File: src/rtl/if_fetch_stage.sv
// Instruction fetch: PC, imem ready-handshake and IF/ID register; 1 instr/cycle on zero-wait memory.
// Stalls park an accepted word in a one-entry hold buffer; redirects in flight are drained in KILL.
module if_fetch_stage #(
  parameter logic [31:0] RESET_PC = 32'h0000_0000,
  parameter logic [31:0] NOP      = 32'h0000_0000
) (
  input  logic        clk,
  input  logic        rst,
  input  logic        pc_write,
  input  logic        if_id_write,
  input  logic        if_id_flush,
  input  logic        branch_taken,
  input  logic [31:0] branch_target,
  output logic        imem_req,
  output logic [31:0] imem_addr,
  input  logic [31:0] imem_rdata,
  input  logic        imem_ready,
  output logic [31:0] pc_out,
  output logic [31:0] if_id_instruction,
  output logic [31:0] if_id_pc_plus4,
  output logic        if_id_valid
);

  typedef enum logic [1:0] {IDLE, REQ, HOLD, KILL} state_t;

  state_t      state, state_nxt;
  logic [31:0] pc;
  logic [31:0] hold_buf;
  logic [31:0] kill_addr;
  logic [31:0] target;
  logic [31:0] pc_plus4;
  logic        advance;

  logic        pc_load_target;
  logic        pc_inc;
  logic        ifid_load;
  logic        ifid_from_buf;
  logic        ifid_bubble;
  logic        buf_capture;
  logic        kill_capture;

  assign advance  = pc_write & if_id_write;
  assign target   = branch_target & 32'hFFFF_FFFC;
  assign pc_plus4 = pc + 32'd4;
  assign pc_out   = pc;

  always_ff @(posedge clk or posedge rst) begin
    if (rst) begin
      state <= IDLE;
    end else begin
      state <= state_nxt;
    end
  end

  always_comb begin
    state_nxt = state;
    case (state)
      IDLE: state_nxt = REQ;
      REQ: begin
        if (branch_taken) begin
          state_nxt = imem_ready ? REQ : KILL;
        end else if (imem_ready && (!advance || if_id_flush)) begin
          state_nxt = HOLD;
        end
      end
      HOLD: begin
        if (branch_taken) begin
          state_nxt = REQ;
        end else if (!if_id_flush && advance) begin
          state_nxt = REQ;
        end
      end
      KILL: begin
        if (imem_ready) begin
          state_nxt = REQ;
        end
      end
      default: state_nxt = IDLE;
    endcase
  end

  always_comb begin
    imem_req       = 1'b0;
    imem_addr      = pc;
    pc_load_target = 1'b0;
    pc_inc         = 1'b0;
    ifid_load      = 1'b0;
    ifid_from_buf  = 1'b0;
    ifid_bubble    = 1'b0;
    buf_capture    = 1'b0;
    kill_capture   = 1'b0;
    case (state)
      REQ: begin
        imem_req = 1'b1;
        if (branch_taken) begin
          pc_load_target = 1'b1;
          ifid_bubble    = 1'b1;
          kill_capture   = !imem_ready;
        end else if (imem_ready && advance && !if_id_flush) begin
          ifid_load = 1'b1;
          pc_inc    = 1'b1;
        end else if (imem_ready) begin
          buf_capture = 1'b1;
          ifid_bubble = if_id_flush;
        end else begin
          ifid_bubble = if_id_write | if_id_flush;
        end
      end
      HOLD: begin
        if (branch_taken) begin
          pc_load_target = 1'b1;
          ifid_bubble    = 1'b1;
        end else if (if_id_flush) begin
          ifid_bubble = 1'b1;
        end else if (advance) begin
          ifid_load     = 1'b1;
          ifid_from_buf = 1'b1;
          pc_inc        = 1'b1;
        end
      end
      KILL: begin
        // pc already points at the redirect; the bus keeps the old address until it completes
        imem_req       = 1'b1;
        imem_addr      = kill_addr;
        pc_load_target = branch_taken;
        ifid_bubble    = if_id_write | if_id_flush;
      end
      default: begin
        imem_req = 1'b0;
      end
    endcase
  end

  always_ff @(posedge clk or posedge rst) begin
    if (rst) begin
      pc                <= RESET_PC;
      hold_buf          <= NOP;
      kill_addr         <= 32'h0;
      if_id_instruction <= NOP;
      if_id_pc_plus4    <= 32'h0;
      if_id_valid       <= 1'b0;
    end else begin
      if (pc_load_target) begin
        pc <= target;
      end else if (pc_inc) begin
        pc <= pc_plus4;
      end
      if (buf_capture) begin
        hold_buf <= imem_rdata;
      end
      if (kill_capture) begin
        kill_addr <= pc;
      end
      if (ifid_bubble) begin
        if_id_instruction <= NOP;
        if_id_valid       <= 1'b0;
      end else if (ifid_load) begin
        if_id_instruction <= ifid_from_buf ? hold_buf : imem_rdata;
        if_id_pc_plus4    <= pc_plus4;
        if_id_valid       <= 1'b1;
      end
    end
  end

endmodule

File: config.mk
export PLATFORM = sky130hd
export DESIGN_NAME = if_fetch_stage
export DESIGN_NICKNAME = d
export VERILOG_FILES = /design/src/rtl/if_fetch_stage.sv
export SDC_FILE = /design/constraint.sdc
export NUM_CORES = 1
export LEC_CHECK = 0
export BUFFER_PORTS_ARGS = -buffer_cell sky130_fd_sc_hd__buf_2
export CORE_MARGIN = 10
export CORE_UTILIZATION = 50
export CTS_BUF_LIST = sky130_fd_sc_hd__clkbuf_8
export DETAILED_ROUTE_END_ITERATION = 6
export PLACE_DENSITY = 0.76
export SLEW_MARGIN = 20
export SYNTH_ARGS = -nofsm -noshare
export SYNTH_HDL_FRONTEND = slang
export SYNTH_SLANG_ARGS = --single-unit
export TNS_END_PERCENT = 10
File: constraint.sdc
create_clock -name clk -period 10.8 [get_ports clk]
set_input_delay 2.16 -clock clk [delete_from_list [all_inputs] [get_ports clk]]
set_output_delay 2.16 -clock clk [all_outputs]
set_load 0.05 [all_outputs]
==> results of run 1 <==
-- synthesized netlist by cell type (all sizes together) (4+ instances only) --
master  instances
nor3            7
nand3          55
xor2           23
inv            11
dfrtp         157
nand2          88
or2             4
a311oi         33
clkbuf         41
xnor2          15
buf            29
a21oi          40
o22ai           4
mux2           82
ha              5
nand4           9
o21ai          31
o311ai          6
nor2           81
and3            6
a31oi           6
nor4            6
-- state kept, by name (all words and copies together) (netlist names) --
name,flops
kill_addr,30
state,2
pc_out,30
if_id_pc_plus4,30
hold_buf,32
if_id_valid,1
if_id_instruction,32
-- critical path: cells and delay by family, from the launching register on --
kind | cells | cell delay [ns]
adder cells (fa/ha/maj) | 1 | 0.88
buffers and inverters | 1 | 0.21
flip-flops | 1 | 0.44
multiplexers | 1 | 0.42
-- final timing paths --
kind,endpoint,slack (ns),cells after the start
max reg2reg,pc_out[28]$_DFFE_PP0P_,7.91,9
min reg2reg,kill_addr[20]$_DFFE_PP0P_,0.49,2
min,kill_addr[20]$_DFFE_PP0P_,0.49,2
max,imem_addr[2],6.20,3
min in group asynchronous,kill_addr[30]$_DFFE_PP0P_,1.90,2
max in group asynchronous,pc_out[15]$_DFFE_PP0P_,7.59,3
-- power by group through the flow --
stage | sequential, µW | clock, µW | combinational (µW)
finish | 954 | 500 | 1260
global route | 985 | 534 | 1350
CTS | 953 | 508 | 1280
detailed placement | 964 | 0 | 1270
global placement | 950 | 0 | 1260
floorplan | 1190 | 0 | 738
-- cells in the final DEF (no fill, tap or decap), types with 2 or more instances in the layout --
cell,instances
bufinv_16,4
nor2_1,79
inv_8,2
nand2b_1,2
nand3_1,54
or4_1,3
o22ai_1,4
o21ai_0,31
clkinv_4,3
xor2_1,23
nor3_1,6
or2_2,4
o311ai_0,6
nor4_1,3
a31oi_1,6
xnor2_1,15
buf_4,9
a311oi_1,33
nand4_1,7
inv_6,4
dfrtp_1,157
a21oi_1,40
conb_1,6
o31ai_1,3
inv_1,10
buf_2,192
nand2_1,88
o21bai_1,2
or3_1,3
o211ai_1,2
o22a_1,2
o21a_1,3
mux2_2,82
ha_1,4
and3_1,5
nor4_2,2
clkbuf_8,18
nor2_2,2
-- per-layer routing --
layer	share of wire (%)	wire length, µm	track usage (%)	vias up
li1	-	-	-	3022
met1	42	8890	25.23	3117
met2	49	10400	33.39	194
met3	8.7	1863	7.248	20
met4	0.97	207	5.160	0
met5	0	0	0	-
-- cell families after synthesis --
group	count (synthesis)	synth area share [%]
AO/OA/AOI/OAI	138	11.66
XOR/XNOR	38	4.289
adder cells (fa/ha/maj)	5	0.8062
buffers and inverters	81	4.531
flip-flops	157	50.63
multiplexers	83	12.03
other	1	0.04833
AND/OR/NAND/NOR	268	16.01
-- cell type report --
cell class / instances / area [µm²]
multi-input cells: 538 / 3531
clock inverters: 14 / 207.7
inverters: 11 / 46.29
clock buffers: 18 / 247.7
well taps: 188 / 235.2
fillers: 1364 / 5974
repair buffers: 201 / 1028
diodes: 1 / 2.502
flip-flops and latches: 157 / 3929
-- through the flow --
stage,cells,setup slack [ns],cell area [µm²]
after global placement,1095,6.468,8770
after detailed placement,1095,6.429,8770
after floorplan,776,4.405,7779
after global routing,1127,6.077,9225
after CTS,1127,6.183,9225
final,1128,6.195,9228
==> flow_summary.toml, run 1 <==
[status]
status = "completed"

[pwr]
seq_power_share_pct = 35.1
intPower_uw = 1418
p_switching_uw = 1298
ir_drop_mv = 0.1347
total_power_uw = 2716
combPwrFrac_pct = 46.5
pwr-share-clk_pct = 18.4
sw_frac_of_total_pct = 47.78
leakage_uw = 0.004264
power_density_nw_per_um2 = 294.3

[die]
ios = 201
core_um2 = 15200
fp.dieH_um = 144.6
initial_core_util_pct = 51.05
num_rows = 45
die_area_um2 = 20900
fp.dieW_um = 144.6

[layout]
drive_above_1_share_pct = 35.46
layout.nets = 1002
syn2layout_area_growth_pct = 18.91
fin_util_pct = 60.70

[timing]
max_freq_mhz = 217.2
fin_tns_setup_ns = 0
setup_violations = 0
fin_hold_ws_ns = 0.4907
final.setup_skew_ns = 0.01074
worstMarginPinSlew_ns = 1.024
finalMaxSlewViolations = 0
fin_crit_sh_pct = 42.64
post-route-min-period_ns = 4.605
rsz0062_at_grt = "no"
final_hold_viol_count = 0
max_slew_margin_pct = 31.73

[drt]
drcViolationCount = 0
drt-initial-drc-count = 475
wl_um = 21360
wl_per_cell_um = 18.94
viasPerCell = 5.632
first_pass_iters = 4
vias = 6353
ant_nets = 0

[clocking]
cts_made_buffers = 17
cts.sinks = 157
post_cts_buffers = 0
clkTransAtPathRegs_ns = 0.08
cts_buffer_depth = 2
cts_tree = "done"
cts_root_buf = "clkbuf_8"
cts_max_level = 4
ctsResizeCount = 0
insertion_delay_ns = 0.46
cts_hold_buf = 0

[grt]
grt.overflow.total = 0
grt_pass1_vias = 6345
track_usage_pct = 20.45
antenna_found_initial = 2
grt_pass1_wl_um = 33750
grt_max_degree = 101

[logic_synthesis]
yosysWarningCount = 0
ys.flop_type = "dfrtp_1"
syn_avg_cell_area_um2 = 10.06
synth_top_area_share_pct = 50.63
syn_inst = 771
ys_seq_area_share_pct = 50.63
yosysTopAreaCell = "dfrtp_1"
synth_edf_count = 0
yosys-top-cells-area = "dfrtp_1, mux2_2, nand2_1"
synth_cell_types = 49
synth.cell_area_um2 = 7760
synth_async_sr_flop_share_pct = 100.0
ys_seq_elements = 157

[critical_path]
setup.worst_path.end_class = "output port"
crit_path_start_kind = "flip-flop"
required_ns = 8.64
worst-endpoint-arrival_ns = 2.44
crit_path_start = "state[0]$_DFFE_PP0P_"
reg2reg_from = "state[0]$_DFFE_PP0P_"
crit_chain = "ha_2 > mux2_2 > buf_2"
cp_slowest_cell = "ha_2"
critPathMaxStageDelay_ns = 0.88
path_class = "flip-flop to output port"
crit_fanout = 42

[place]
gp_congestion = 0.7975
portBuffers = 192
dpl.hpwl_um = 14540

[hold_path]
min_path_type = "flip-flop to flip-flop"
hold_path.startpoint = "kill_addr[20]$_DFFE_PP0P_"

[flow_run]
drv_cap = 0
No activity file was read; power rests on OpenSTA's default activity.
==> inputs of run 2 (changes only) <==
==> constraint.sdc (replaced) <==
create_clock -name clk -period 4.28 [get_ports clk]
set_input_delay 0.856 -clock clk [delete_from_list [all_inputs] [get_ports clk]]
set_output_delay 0.856 -clock clk [all_outputs]
set_load 0.05 [all_outputs]
==> run 2 against run 1 <==
Compared with the run above:
- final area is 0.66% lower
- via count is 0.54% higher
- worst setup slack got worse by 5.2 ns
- sequential power grew to 2.5 times the previous value
- clock skew is 0.0080 ns higher
- routed wire length is 0.97% lower
- critical path depth did not move
- clock power increased by 120%
- flip-flop and latch count stayed put
- sequential share of layout area grew 0.28 points
- clock-buffer cell count is the same
- first-iteration DRC count up 4.2%
==> flow_summary.toml, run 2 (synthesis results as in run 1) <==
[status]
status = "completed"

[layout]
final_cells = 1128
layout.nets = 1002
regArea_um2 = 3929
fin_util_pct = 60.30
syn2layout_area_growth_pct = 18.12
fill_cells = 1313
top_regs = "hold_buf x32, if_id_instruction x32"
multi_input_area_um2 = 3533
layout_common_cells = "buf_2, dfrtp_1, nand2_1"
drive_above_1_share_pct = 35.57
final_common_cell = "buf_2"

[grt]
track_usage_pct = 20.10
antenna_found_initial = 1
busiest_layer = "met2"
grt_pass1_vias = 6293
grt.met2_usage_pct = 31.58
grt_max_degree = 158
grt.overflow.total = 0
globalRouteMet3Util_pct = 6.625
met1_usage_pct = 25.76
grt_pass1_wl_um = 33350

[drt]
viasPerCell = 5.662
first_pass_iters = 5
drt-initial-drc-count = 495
wl_um = 21150
ant_nets = 0
drcViolationCount = 0
vias = 6387
wl_per_cell_um = 18.75

[timing]
rsz0062_at_grt = "no"
setup_violations = 0
max_slew_margin_pct = 34.43
post-route-min-period_ns = 3.248
final_hold_viol_count = 0
fin_crit_sh_pct = 75.89
fin_tns_setup_ns = 0
finalMaxSlewViolations = 0
worstMarginPinSlew_ns = 0.9835
final.setup_skew_ns = 0.01876
max_freq_mhz = 307.9

[hold_path]
min_path_type = "flip-flop to flip-flop"

[die]
fp.dieW_um = 144.6
core_um2 = 15200
initial_core_util_pct = 51.05
fp.dieH_um = 144.6
die_area_um2 = 20900
ios = 201
num_rows = 45

[place]
dpl.hpwl_um = 14350
gp_congestion = 0.7874
place_inst = 1095
portBuffers = 192

[critical_path]
critPathBufInv = 1
crit_fanout = 42
crit_path_start_kind = "flip-flop"
crit_family = "adder cells"
setup.worst_path.end_class = "output port"
path_class = "flip-flop to output port"
critPathMaxStageDelay_ns = 0.87
crit_chain = "ha_2 > mux2_2 > buf_2"
required_ns = 3.42
worst-endpoint-arrival_ns = 2.39
cp_slowest_cell = "ha_2"

[pwr]
intPower_uw = 3399
ir_drop_mv = 0.3527
p_switching_uw = 3271
pwr-share-clk_pct = 16.2
total_power_uw = 6671
seq_power_share_pct = 36.0
leakage_uw = 0.004230
power_density_nw_per_um2 = 727.7
combPwrFrac_pct = 47.8
sw_frac_of_total_pct = 49.04

[clocking]
post_cts_buffers = 0
cts_root_buf = "clkbuf_8"
cts_max_level = 4
cts_tree = "done"
clkTransAtPathRegs_ns = 0.08
cts_buffer_depth = 2
cts.sinks = 157
insertion_delay_ns = 0.46
ctsResizeCount = 0
cts_hold_buf = 0
cts_made_buffers = 17

[flow_run]
drv_cap = 0
## run 2: routing by layer
metal / share of wire, % / vias to the layer above
met5: 0 / -
met4: 1.5 / 0
met2: 48 / 222
met3: 8.0 / 25
met1: 43 / 3128
li1: - / 3012
## run 2: area by class of cell
class	instances	area share (%)
Timing Repair Buffer	201	11.36
Tap cell	188	2.566
Antenna cell	1	0.02730
Clock inverter	14	1.447
Clock buffer	18	2.703
Inverter	11	0.4914
Sequential cell	157	42.86
Multi-Input combinational cell	538	38.55
## run 2: path summary, 6_finish.rpt
kind                                                      end                      from  depth (start not counted)  slack, ns
min in group asynchronous                state[1]$_DFFE_PP0P_                       rst                          3       0.65
worst max-delay path                             imem_addr[2]      state[0]$_DFFE_PP0P_                          3       1.03
worst min-delay path                 kill_addr[7]$_DFFE_PP0P_  kill_addr[7]$_DFFE_PP0P_                          2       0.49
worst min register to register       kill_addr[7]$_DFFE_PP0P_  kill_addr[7]$_DFFE_PP0P_                          2       0.49
worst max register to register  if_id_pc_plus4[3]$_DFFE_PP0P_      state[0]$_DFFE_PP0P_                          8       1.39
max in group asynchronous       if_id_pc_plus4[3]$_DFFE_PP0P_                       rst                          3       3.02
## run 2: tightest hold or removal path: cells and delay by family (launching register included)
family,cells,cell delay (ns)
compound gates,1,0.06
flops,1,0.35
simple gates,1,0.04
## run 2: power groups by stage
stage                     Combinational (µW)  Clock, µW  Sequential [µW]
final                                   3190       1080             2400
after global routing                    3390       1170             2480
after CTS                               3220       1100             2400
after detailed placement                3210          0             2430
after global placement                  3170          0             2400
after floorplan                         1860          0             3010
## run 2: per-stage QoR
stage | worst slack (ns) | area [µm²] | hold WS (ns)
3_5_place_dp | 1.237 | 8781 | 0.4721
2_1_floorplan | 1.356 | 7782 | 0.4497
5_1_grt | 0.8636 | 9164 | 0.5127
4_1_cts | 1.005 | 9161 | 0.4904
6_report | 1.032 | 9166 | 0.4881
3_3_place_gp | 1.290 | 8781 | 0.4624
==> inputs of run 3 (changes only) <==
--- a/config.mk
+++ b/config.mk
@@ -5,6 +5,7 @@
 export SDC_FILE = /design/constraint.sdc
 export NUM_CORES = 1
 export LEC_CHECK = 0
+export ABC_AREA = 1
 export BUFFER_PORTS_ARGS = -buffer_cell sky130_fd_sc_hd__buf_2
 export CORE_MARGIN = 10
 export CORE_UTILIZATION = 50
==> constraint.sdc (replaced) <==
create_clock -name clk -period 3.3 [get_ports clk]
set_input_delay 0.66 -clock clk [delete_from_list [all_inputs] [get_ports clk]]
set_output_delay 0.66 -clock clk [all_outputs]
set_load 0.05 [all_outputs]
==> run 3 against run 2 <==
Compared with the run above:
- final area up 1.1%
- sequential share of layout area decreased by 0.46 points
- register-to-register slack lost 0.55 ns
- worst hold slack got worse by 0.20 ns
- die area up 1.1%
- routed wire length rose by 7.3%
- non-clock buffer count is 5 higher
- clock-buffer cell count stayed put
- clock skew fell by 0.0058 ns
- core utilization up 0.20 points
- synthesized cell count rose by 39%
- global-route usage increased by 1.3 points
==> flow_summary.toml, run 3 <==
[critical_path]
required_ns = 2.64
cp_slowest_cell = "ha_2"
setup.worst_path.end_class = "output port"
crit_chain = "ha_2 > buf_4 > nand2_1 > o21ai_0 > buf_2"
worst-endpoint-arrival_ns = 2.17
rr_endpoint = "pc_out[9]$_DFFE_PP0P_"
critPathMaxStageDelay_ns = 0.46
crit_fanout = 22
crit_path_start = "state[0]$_DFFE_PP0P_"
ff2ff_path_depth = 11
critPathBufInv = 2
path_class = "flip-flop to output port"
reg2reg_from = "state[1]$_DFFE_PP0P_"
r2r_slack_ns = 0.84
crit_path_start_kind = "flip-flop"
crit_family = "buffers and inverters"

[drt]
wl_um = 22690
viasPerCell = 4.998
drcViolationCount = 0
ant_nets = 0
first_pass_iters = 5
vias = 7297
wl_per_cell_um = 15.54
drt-initial-drc-count = 523

[clocking]
cts_buffer_depth = 2
ctsResizeCount = 0
insertion_delay_ns = 0.46
cts_max_level = 4
cts_hold_buf = 0
cts_made_buffers = 17
cts.sinks = 157
cts_tree = "done"
cts_root_buf = "clkbuf_8"
post_cts_buffers = 0
clkTransAtPathRegs_ns = 0.08

[timing]
fin_crit_sh_pct = 85.81
max_slew_margin_pct = 33.82
setup_violations = 0
max_freq_mhz = 353.1
post-route-min-period_ns = 2.832
fin_hold_ws_ns = 0.2894
finalMaxSlewViolations = 0
fin_tns_setup_ns = 0
final_hold_viol_count = 0
rsz0062_at_grt = "no"
final.setup_skew_ns = 0.01291
worstMarginPinSlew_ns = 0.9927

[die]
ios = 201
fp.dieW_um = 145.4
die_area_um2 = 21130
num_rows = 45
fp.dieH_um = 145.4
initial_core_util_pct = 51.32
core_um2 = 15310

[layout]
final_common_cell = "nand2_1"
syn2layout_area_growth_pct = 17.90
drive_above_1_share_pct = 20.10
top_regs = "hold_buf x32, if_id_instruction x32"
layout.nets = 1317
fin_area_um2 = 9265
layout_common_cells = "nand2_1, buf_2, dfrtp_1"
antenna_cells = 0

[grt]
grt.overflow.total = 0
grt_pass1_vias = 7095
track_usage_pct = 21.42
antenna_found_initial = 2
grt_max_degree = 77
grt_pass1_wl_um = 37160

[place]
gp_congestion = 0.9267
dpl_cell_area_um2 = 8956
portBuffers = 192
dpl.hpwl_um = 16620

[logic_synthesis]
synth_common_cells = "nand2_1, dfrtp_1, o21ai_0"
yosysWarningCount = 0
synth_cell_types = 28
syn_inst = 1068
ys_seq_elements = 157
ys_seq_area_share_pct = 49.99
syn_avg_cell_area_um2 = 7.358
synth_async_sr_flop_share_pct = 100.0
ys.flop_type = "dfrtp_1"
yosys-top-cells-area = "dfrtp_1, nand2_1, o21ai_0"
synth.most_common_cell = "nand2_1"
synth_top_area_share_pct = 49.99
yosysTopAreaCell = "dfrtp_1"
synth.cell_area_um2 = 7859
synth_edf_count = 0

[hold_path]
min_path_type = "input pin to async pin"

[flow_run]
drv_cap = 0

[pwr]
power_density_nw_per_um2 = 985.7
ir_drop_mv = 0.4336
leakage_uw = 0.005135

[status]
status = "completed"
-- run 3: how the worst max path moves through the flow --
stage	end	slack, ns	cells after the start
2_1_floorplan	imem_addr[10]	0.62	4
3_3_place_gp	pc_out[21]$_DFFE_PP0P_	0.78	11
3_5_place_dp	pc_out[9]$_DFFE_PP0P_	0.73	11
4_1_cts	imem_addr[25]	0.42	5
5_1_grt	imem_addr[21]	0.24	5
6_report	imem_addr[31]	0.47	5
-- run 3: stage by stage --
stage	std cells	setup WS, ns	power [µW]	utilization [%]
finish	1460	0.4681	9133	60.50
global route	1460	0.2426	9752	60.50
CTS	1460	0.4177	9183	60.45
detailed placement	1433	0.7280	7985	58.48
global placement	1433	0.7759	7886	58.48
floorplan	1073	0.6155	6707	-
-- run 3: logic make-up (layout without fill, tap and decap cells) --
group                    after synthesis  in the layout  share of synthesized area, %
buffers and inverters                148            324                         7.929
adder cells (fa/ha/maj)                5              5                        0.7961
XOR/XNOR                               9              9                         1.003
flip-flops                           157            157                         49.99
AO/OA/AOI/OAI                        169            169                         10.97
AND/OR/NAND/NOR                      579            579                         29.26
other                                  1              6                       0.04772
-- run 3: area by class of cell --
type / count / area, µm²
clock inverters: 9 / 53.80
repair buffers: 206 / 1079
flip-flops and latches: 157 / 3929
inverters: 91 / 346.6
multi-input cells: 768 / 3346
fillers: 1446 / 6050
clock buffers: 18 / 247.7
well taps: 211 / 264.0
-- run 3: per-layer routing --
layer,vias to the layer above,wire (µm),part of all wire (%),GRT usage (%)
li1,3668,-,-,-
met1,3337,9486,42,25.76
met2,245,10660,47,34.73
met3,43,1930,8.5,8.227
met4,4,592,2.6,6.724
met5,-,21,0.093,0
-- run 3: report_power, final --
| group | internal (µW) | leakage, µW | switching [µW] |
|---|---|---|---|
| clock network | 508 | 0.000151 | 691 |
| logic | 1080 | 0.00299 | 3750 |
| registers | 2600 | 0.00199 | 511 |
-- run 3: worst register-to-register path, stage by stage (launching register included) --
cell and delay, ns:
dfrtp_1 0.40, inv_1 0.08, ha_1 0.26, nand3_1 0.11
a21oi_1 0.07, nand2_2 0.07, buf_4 0.44, nand2_2 0.09
inv_1 0.61, nor2_1 0.10, nand2_1 0.10, nand2_1 0.05
